===== src/rtl/uart_pkg.sv =====
// Shared UART definitions: receiver state encoding, frame constants and
// the parity helper. The transmit stage is expected to import this too.
// Optional feature macro used by the receiver: UART_RX_PARITY_EN.
package uart_pkg;

  localparam int   UART_D_WIDTH   = 6;
  localparam logic UART_START_BIT = 1'b0;
  localparam logic UART_STOP_BIT  = 1'b1;

  typedef enum logic [2:0] {
    IDLE   = 3'd0,
    START  = 3'd1,
    DATA   = 3'd2,
    PARITY = 3'd3,
    STOP   = 3'd4,
    BREAK  = 3'd5
  } uart_rx_state_t;

  // Even parity bit for a word of up to 32 bits; zero-extension of a
  // narrower word does not change the result.
  function automatic logic even_parity(input logic [31:0] data);
    return ^data;
  endfunction

endpackage


===== src/rtl/uart_bit_timer.sv =====
// Baud counter for the UART receiver. sample_tick marks every sample
// instant: first_offset clocks after restart (the mid-bit point), then
// every CLKS_PER_BIT clocks. A zero offset means the caller validated the
// first bit on the restart edge itself, so the next tick is one full bit
// later. The counter wraps at CLKS_PER_BIT-1 and never exceeds its width.
module uart_bit_timer #(
  parameter int CLKS_PER_BIT = 1,
  parameter int CNT_WIDTH    = $clog2(CLKS_PER_BIT) + 1
) (
  input  logic                 clk,
  input  logic                 rst,
  input  logic                 restart,
  input  logic [CNT_WIDTH-1:0] first_offset,
  output logic                 sample_tick
);

  localparam logic [CNT_WIDTH-1:0] LAST   = CNT_WIDTH'(CLKS_PER_BIT - 1);
  localparam logic [CNT_WIDTH-1:0] PERIOD = CNT_WIDTH'(CLKS_PER_BIT);

  logic [CNT_WIDTH-1:0] cnt_reg;
  logic [CNT_WIDTH-1:0] cnt_next;

  // Next count: preload so the tick lands on the requested offset, else wrap.
  always_comb begin
    cnt_next = cnt_reg;
    if (restart) begin
      if (first_offset == '0) begin
        cnt_next = '0;
      end else begin
        cnt_next = PERIOD - first_offset;
      end
    end else if (cnt_reg == LAST) begin
      cnt_next = '0;
    end else begin
      cnt_next = cnt_reg + CNT_WIDTH'(1);
    end
  end

  // Counter register with synchronous reset.
  always_ff @(posedge clk) begin
    if (rst) begin
      cnt_reg <= '0;
    end else begin
      cnt_reg <= cnt_next;
    end
  end

  assign sample_tick = (cnt_reg == LAST);

endmodule


===== src/rtl/uart_receive.sv =====
// UART receiver sitting directly behind the transmit stage (same clock, no
// synchronizer). Deframes start / D_WIDTH data bits LSB first / stop, samples
// at mid-bit and delivers each word with a one-cycle rx_valid plus flags.
// Define UART_RX_PARITY_EN to expect an even-parity bit after the data bits.
module uart_receive
  import uart_pkg::*;
#(
  parameter int D_WIDTH      = UART_D_WIDTH,
  parameter int CLKS_PER_BIT = 1
) (
  input  logic               clk,
  input  logic               rst,
  input  logic               rx,
  output logic [D_WIDTH-1:0] rx_data,
  output logic               rx_valid,
  output logic               rx_busy,
  output logic               rx_frame_err,
  output logic               rx_parity_err
);

  localparam int HALF      = (CLKS_PER_BIT - 1) / 2;
  localparam int CNT_WIDTH = $clog2(CLKS_PER_BIT) + 1;
  localparam int BIT_W     = $clog2(D_WIDTH + 1);
  // With one clock per bit the start bit is checked on the detection edge.
  localparam logic START_IMMEDIATE = (HALF == 0);

  uart_rx_state_t     state_reg, state_next;
  logic [D_WIDTH-1:0] shift_reg, shift_next;
  logic [BIT_W-1:0]   bit_cnt_reg, bit_cnt_next;
  logic [D_WIDTH-1:0] rx_data_reg, rx_data_next;
  logic               rx_valid_reg, rx_valid_next;
  logic               busy_reg, busy_next;
  logic               frame_err_reg, frame_err_next;
  logic               parity_err_reg, parity_err_next;
`ifdef UART_RX_PARITY_EN
  logic               parity_bit_reg, parity_bit_next;
`endif

  logic restart;
  logic sample_tick;

  uart_bit_timer #(
    .CLKS_PER_BIT(CLKS_PER_BIT),
    .CNT_WIDTH   (CNT_WIDTH)
  ) u_bit_timer (
    .clk         (clk),
    .rst         (rst),
    .restart     (restart),
    .first_offset(CNT_WIDTH'(HALF)),
    .sample_tick (sample_tick)
  );

  // Next-state and datapath decode; valid and error flags default low so
  // they only ever last one cycle.
  always_comb begin
    state_next      = state_reg;
    shift_next      = shift_reg;
    bit_cnt_next    = bit_cnt_reg;
    rx_data_next    = rx_data_reg;
    busy_next       = busy_reg;
    rx_valid_next   = 1'b0;
    frame_err_next  = 1'b0;
    parity_err_next = 1'b0;
    restart         = 1'b0;
`ifdef UART_RX_PARITY_EN
    parity_bit_next = parity_bit_reg;
`endif

    case (state_reg)
      IDLE: begin
        if (rx == UART_START_BIT) begin
          busy_next    = 1'b1;
          restart      = 1'b1;
          bit_cnt_next = '0;
          state_next   = START_IMMEDIATE ? DATA : START;
        end
      end

      START: begin
        if (sample_tick) begin
          if (rx == UART_START_BIT) begin
            state_next   = DATA;
            bit_cnt_next = '0;
          end else begin
            // Line went back high before mid-bit: treat as a glitch.
            state_next = IDLE;
            busy_next  = 1'b0;
          end
        end
      end

      DATA: begin
        if (sample_tick) begin
          shift_next = {rx, shift_reg[D_WIDTH-1:1]};
          if (bit_cnt_reg == BIT_W'(D_WIDTH - 1)) begin
            bit_cnt_next = '0;
`ifdef UART_RX_PARITY_EN
            state_next   = PARITY;
`else
            state_next   = STOP;
`endif
          end else begin
            bit_cnt_next = bit_cnt_reg + BIT_W'(1);
          end
        end
      end

`ifdef UART_RX_PARITY_EN
      PARITY: begin
        if (sample_tick) begin
          parity_bit_next = rx;
          state_next      = STOP;
        end
      end
`endif

      STOP: begin
        if (sample_tick) begin
          // A bad stop bit still delivers the word, flagged as a frame error.
          rx_data_next   = shift_reg;
          rx_valid_next  = 1'b1;
          frame_err_next = (rx != UART_STOP_BIT);
`ifdef UART_RX_PARITY_EN
          parity_err_next = even_parity(32'(shift_reg)) ^ parity_bit_reg;
`endif
          busy_next  = 1'b0;
          state_next = (rx == UART_STOP_BIT) ? IDLE : BREAK;
        end
      end

      BREAK: begin
        // Line held low past the stop bit: wait for it to return high.
        if (rx == UART_STOP_BIT) begin
          state_next = IDLE;
        end
      end

      default: begin
        state_next = IDLE;
        busy_next  = 1'b0;
      end
    endcase
  end

  // State and output registers; reset aborts any frame in flight.
  always_ff @(posedge clk) begin
    if (rst) begin
      state_reg      <= IDLE;
      shift_reg      <= '0;
      bit_cnt_reg    <= '0;
      rx_data_reg    <= '0;
      rx_valid_reg   <= 1'b0;
      busy_reg       <= 1'b0;
      frame_err_reg  <= 1'b0;
      parity_err_reg <= 1'b0;
`ifdef UART_RX_PARITY_EN
      parity_bit_reg <= 1'b0;
`endif
    end else begin
      state_reg      <= state_next;
      shift_reg      <= shift_next;
      bit_cnt_reg    <= bit_cnt_next;
      rx_data_reg    <= rx_data_next;
      rx_valid_reg   <= rx_valid_next;
      busy_reg       <= busy_next;
      frame_err_reg  <= frame_err_next;
      parity_err_reg <= parity_err_next;
`ifdef UART_RX_PARITY_EN
      parity_bit_reg <= parity_bit_next;
`endif
    end
  end

  assign rx_data       = rx_data_reg;
  assign rx_valid      = rx_valid_reg;
  assign rx_busy       = busy_reg;
  assign rx_frame_err  = frame_err_reg;
  assign rx_parity_err = parity_err_reg;

endmodule

===== config.mk =====
export PLATFORM = sky130hd
export DESIGN_NAME = uart_receive
export DESIGN_NICKNAME = d
export VERILOG_FILES = /design/src/rtl/uart_pkg.sv /design/src/rtl/uart_bit_timer.sv /design/src/rtl/uart_receive.sv
export SDC_FILE = /design/constraint.sdc
export NUM_CORES = 1
export LEC_CHECK = 0
export CAP_MARGIN = 20
export CORE_AREA = 2 2 44 46
export CTS_BUF_LIST = sky130_fd_sc_hd__clkbuf_8
export DETAILED_ROUTE_END_ITERATION = 16
export DIE_AREA = 0 0 46 48
export PLACE_DENSITY = 0.78
export SYNTH_ARGS = -nofsm -noshare
export SYNTH_HDL_FRONTEND = slang
export SYNTH_HIERARCHICAL = 1
export SYNTH_SLANG_ARGS = --single-unit

===== constraint.sdc =====
create_clock -name clk -period 1.8 [get_ports clk]
set_input_delay 0.27 -clock clk [delete_from_list [all_inputs] [get_ports clk]]
set_output_delay 0.27 -clock clk [all_outputs]
set_load 0.005 [all_outputs]

======== Word-level counts from Yosys, hierarchy flattened ========
Cells that the tools add are included.
storage, ports and cells
  bits in registers ....................... 22
  bits in latches ......................... 0
  RAM bits ................................ 0
  memory bits (read-only) ................. 0
  output and inout port bits .............. 10
  logic and storage cells ................. 59
  memories kept ........................... 0
cells by class
  add/sub/neg operators ................... 2
  multiply operators ...................... 0
  div/mod/pow operators ................... 0
  $lt $le $gt $ge ......................... 0
  eq/ne operators ......................... 12
  shift operators ......................... 0
  mux-type cells .......................... 22
  bitwise logic cells ..................... 4
  reductions and logical operators ........ 11
operators by type and width
  kind                                                  number
  two-way mux 3 bit                                     11
  one-hot mux 3 bit (5 select lines)                    1
  != test 2 bit (second input constant)                 7
  equality test 3 bit (second input constant)           3
  one-hot mux 3 bit (3 select lines)                    1
  two-way mux 1 bit                                     7
  AND reduction 6 bit                                   1
  OR reduction 3 bit                                    2
  AND reduction 5 bit                                   1
  NOT 1 bit                                             4
  one-hot mux 1 bit (4 select lines)                    1
  AND reduction 2 bit                                   2
  OR reduction 2 bit                                    2
  adder 3 x 1 -> 3 bit (second input constant)          1
  equality test 3 x 1 -> 1 bit (second input constant)  1
  equality test 3 x 2 -> 1 bit (second input constant)  1
  logical NOT 3 bit                                     1
  AND reduction 3 bit                                   1
  nonzero test 3 bit                                    1
  two-way mux 2 bit                                     1
  adder 1 bit (second input constant)                   1

======== Longest topological paths before layout ========
  word-level depth ........................ 4
  depth in mapped cells ................... 7

======== Hierarchy ========
The synthesis kept the hierarchy.
by module, submodules not included
  module          instances  cells each  area each (um2)
  uart_receive    1          103         905.9
  uart_bit_timer  1          2           11.3

======== Worst setup path after synthesis ========
OpenSTA, ideal clock, no wires.
  kind .................................... register to register
  start ................................... reg state_reg[0]
  end ..................................... reg rx_data_reg[0], in the netlist rx_data[0]
  arrival ................................. 1.192 ns
  slack ................................... 0.481 ns
  stages on the path, launching flop included .. 5
  path buffers ............................ 1
  period minus slack after synthesis ...... 1.319 ns
  path through ............................ dfxtp_1 > buf_6 > nor4_4 > mux2i_1 > nor2_1
on the way
  word-level cells in the longest chain between the ends .. 2
RTL lines
  what                           RTL line             RTL
  from (decl)                    uart_receive.sv:27   uart_rx_state_t state_reg, state_next;
  from (signal assigned)         uart_receive.sv:160  state_reg <= state_next;
  equality test 3 bit            uart_receive.sv:69   case (state_reg)
  AND reduction 2 bit (no line)  n/a
  to (signal assigned)           uart_receive.sv:163  rx_data_reg <= rx_data_next;
  to (decl)                      uart_receive.sv:30   logic [D_WIDTH-1:0] rx_data_reg, rx_data_next;
Every way passes these cells.
A chain may end at the register's enable or synchronous reset.

======== Final worst setup path ========
  start ................................... reg state_reg[1]
  end ..................................... reg bit_cnt_reg[1]
on the way
  word-level cells in the longest chain between the ends .. 3
  elaborated cells on any way between the ends .. 8
RTL lines
  what                                                                  RTL line             RTL
  equality test 3 x 1 -> 1 bit, or another cell as far along            uart_receive.sv:69
  != test 2 bit (no line) / nonzero test 3 bit (equally long branches)  n/a
  AND reduction 3 bit (no line)                                         n/a
  to (signal assigned)                                                  uart_receive.sv:162  bit_cnt_reg <= bit_cnt_next;
  to (decl)                                                             uart_receive.sv:29   logic [BIT_W-1:0] bit_cnt_reg, bit_cnt_next;
Parallel ways exist; a longest one is shown, timed or not.

==> impl_results.md <==
- Status: complete, no violations
- CTS Buf Count: 3
- Clk sinks: 21
- Max frequency: 0.690 GHz
- # IOs: 13
- Fin crit period: 1450 ps
- Routed wire per std cell: 13.2 um
- Max clock buf depth: 2
- Post-route clock period utilization: 80.5%
- Total GRT Usage: 18.5%
- Max FO, Critical Path: 13
- Syn Nets: 107
- Hold Path Class: register to register
- Die Span X: 46 um
- Postcts setup bufs: 0
- Unrepaired setup endpoints after global routing: false
- Power Dens Cells: 810 nW/um2
- Reg area: 420 um2
- Req. time, crit path: 1960 ps
- DR DRC count: 0
- Setup_tns: 0 ps
- Commonest non-fill, non-tap cell in the layout: dfxtp_1
- Area growth, synth to finish: 15.1%
- Worst EP arrival: 1610 ps
- Synth Instances: 104
- Final Hold Fails: 0
- Worst Skew: 4.79 ps
- Synthesized cell area: 911 um2
- Max_cap viols: 0
- DR vias/cell: 5.57
- Row Count: 15
- Fraction of layout cells with a size suffix above 1: 10.7%
- Commonest cells after routing, fill and taps aside: 21 x dfxtp_1, 15 x nand2_1, 13 x a21oi_1
- Ant. Diodes: 0
- Largest net degree at the start of global routing: 15
- Yosys Warn Count: 6
- Gr ovfl total: 0
- FILL cells: 148
- DP Cell Count: 125
- Initial antenna violation count: 0
- CP endpoint kind: register
- Die height: 48 um
- ANT nets after route: 0
- CTS tree: done
- DRT iter0 DRCs: 13
- Power, Total: 849 uW
- Initial Utilization: 53.9%
- Clk root buf: clkbuf_8
- Critical path startpoint category: register
- WS Path Type: register to register
- Placeable Area: 1690 um2
- Cell Count, Final, Fillers Out: 129
- Post-cts hold buffer count: 0
- Final Max Slew Viols: 0
- DRT Wirelength: 1.71 mm
- Die area: 2210 um2
- Vias in the first global route: 645
- Htree depth: 1
- Setup violations, final: 0
- Routed via count: 719
- Footprint of the multi-input gates: 410 um2
- Pre-antenna DRT Iters: 4
- Routability cong.: 0.840
- Clock slew at reported path FFs: 80 ps
- Peak supply drop: 0.586 mV
- Port buffer count: 11
- CTS resizes: 0
- Worst-Skew Late Latency: 260 ps
- Mean post-synth cell area: 8.76 um2
- Fin util: 62.1%
- Hpwl dp: 1.13 mm
- Static leakage: 0.000372 uW
- First-pass GRT wire length: 2.71 mm
- Fin nets: 116
-- critical path: stages, from the launching register on --
cell      delay, ps
dfxtp_1         600
and4bb_1        380
a22oi_1         150
a32oi_1         180
nor2_1           50
-- worst paths after layout --
| check | start | end | slack (ps) | depth (start not counted) |
|---|---|---|---|---|
| hold / removal | shift_reg[0]$_SDFFE_PP0P_ | shift_reg[0]$_SDFFE_PP0P_ | 460 | 2 |
| setup reg to reg | state_reg[1]$_SDFFE_PP0P_ | bit_cnt_reg[1]$_SDFFE_PP0P_ | 350 | 4 |
| setup / recovery | state_reg[1]$_SDFFE_PP0P_ | bit_cnt_reg[1]$_SDFFE_PP0P_ | 350 | 4 |
| hold reg to reg | shift_reg[0]$_SDFFE_PP0P_ | shift_reg[0]$_SDFFE_PP0P_ | 460 | 2 |
-- final cells by class --
type	instances	area share (%)
timing repair buffer	14	12.6
inverter	4	1.67
clock buffer	3	3.94
multi-input combinational	69	39.1
tap	17	2.03
sequential	21	40.1
clock inverter	1	0.477
-- power by group --
group | switching (uW) | internal (uW) | leakage, uW
Sequential | 11.2 | 471 | 0.000170
Clock | 158 | 154 | 0.0000255
Combinational | 31.0 | 23.7 | 0.000177
Total | 200 | 649 | 0.000372
-- layer usage --
layer / GRT usage, % / part of all wire [%]
met5: 0 / 0
met1: 21.9 / 49
met4: 14.9 / 2.9
met3: 6.04 / 3.8
met2: 27.5 / 44
-- stage by stage --
step / hold slack [ps] / worst slack [ps] / cell area (um2)
global route: 488 / 236 / 1050
finish: 458 / 350 / 1050
floorplan: 436 / 483 / 911
global placement: 443 / 274 / 1000
CTS: 460 / 368 / 1050
detailed placement: 451 / 246 / 1000
Note: power is estimated with default switching activity, not from simulation.
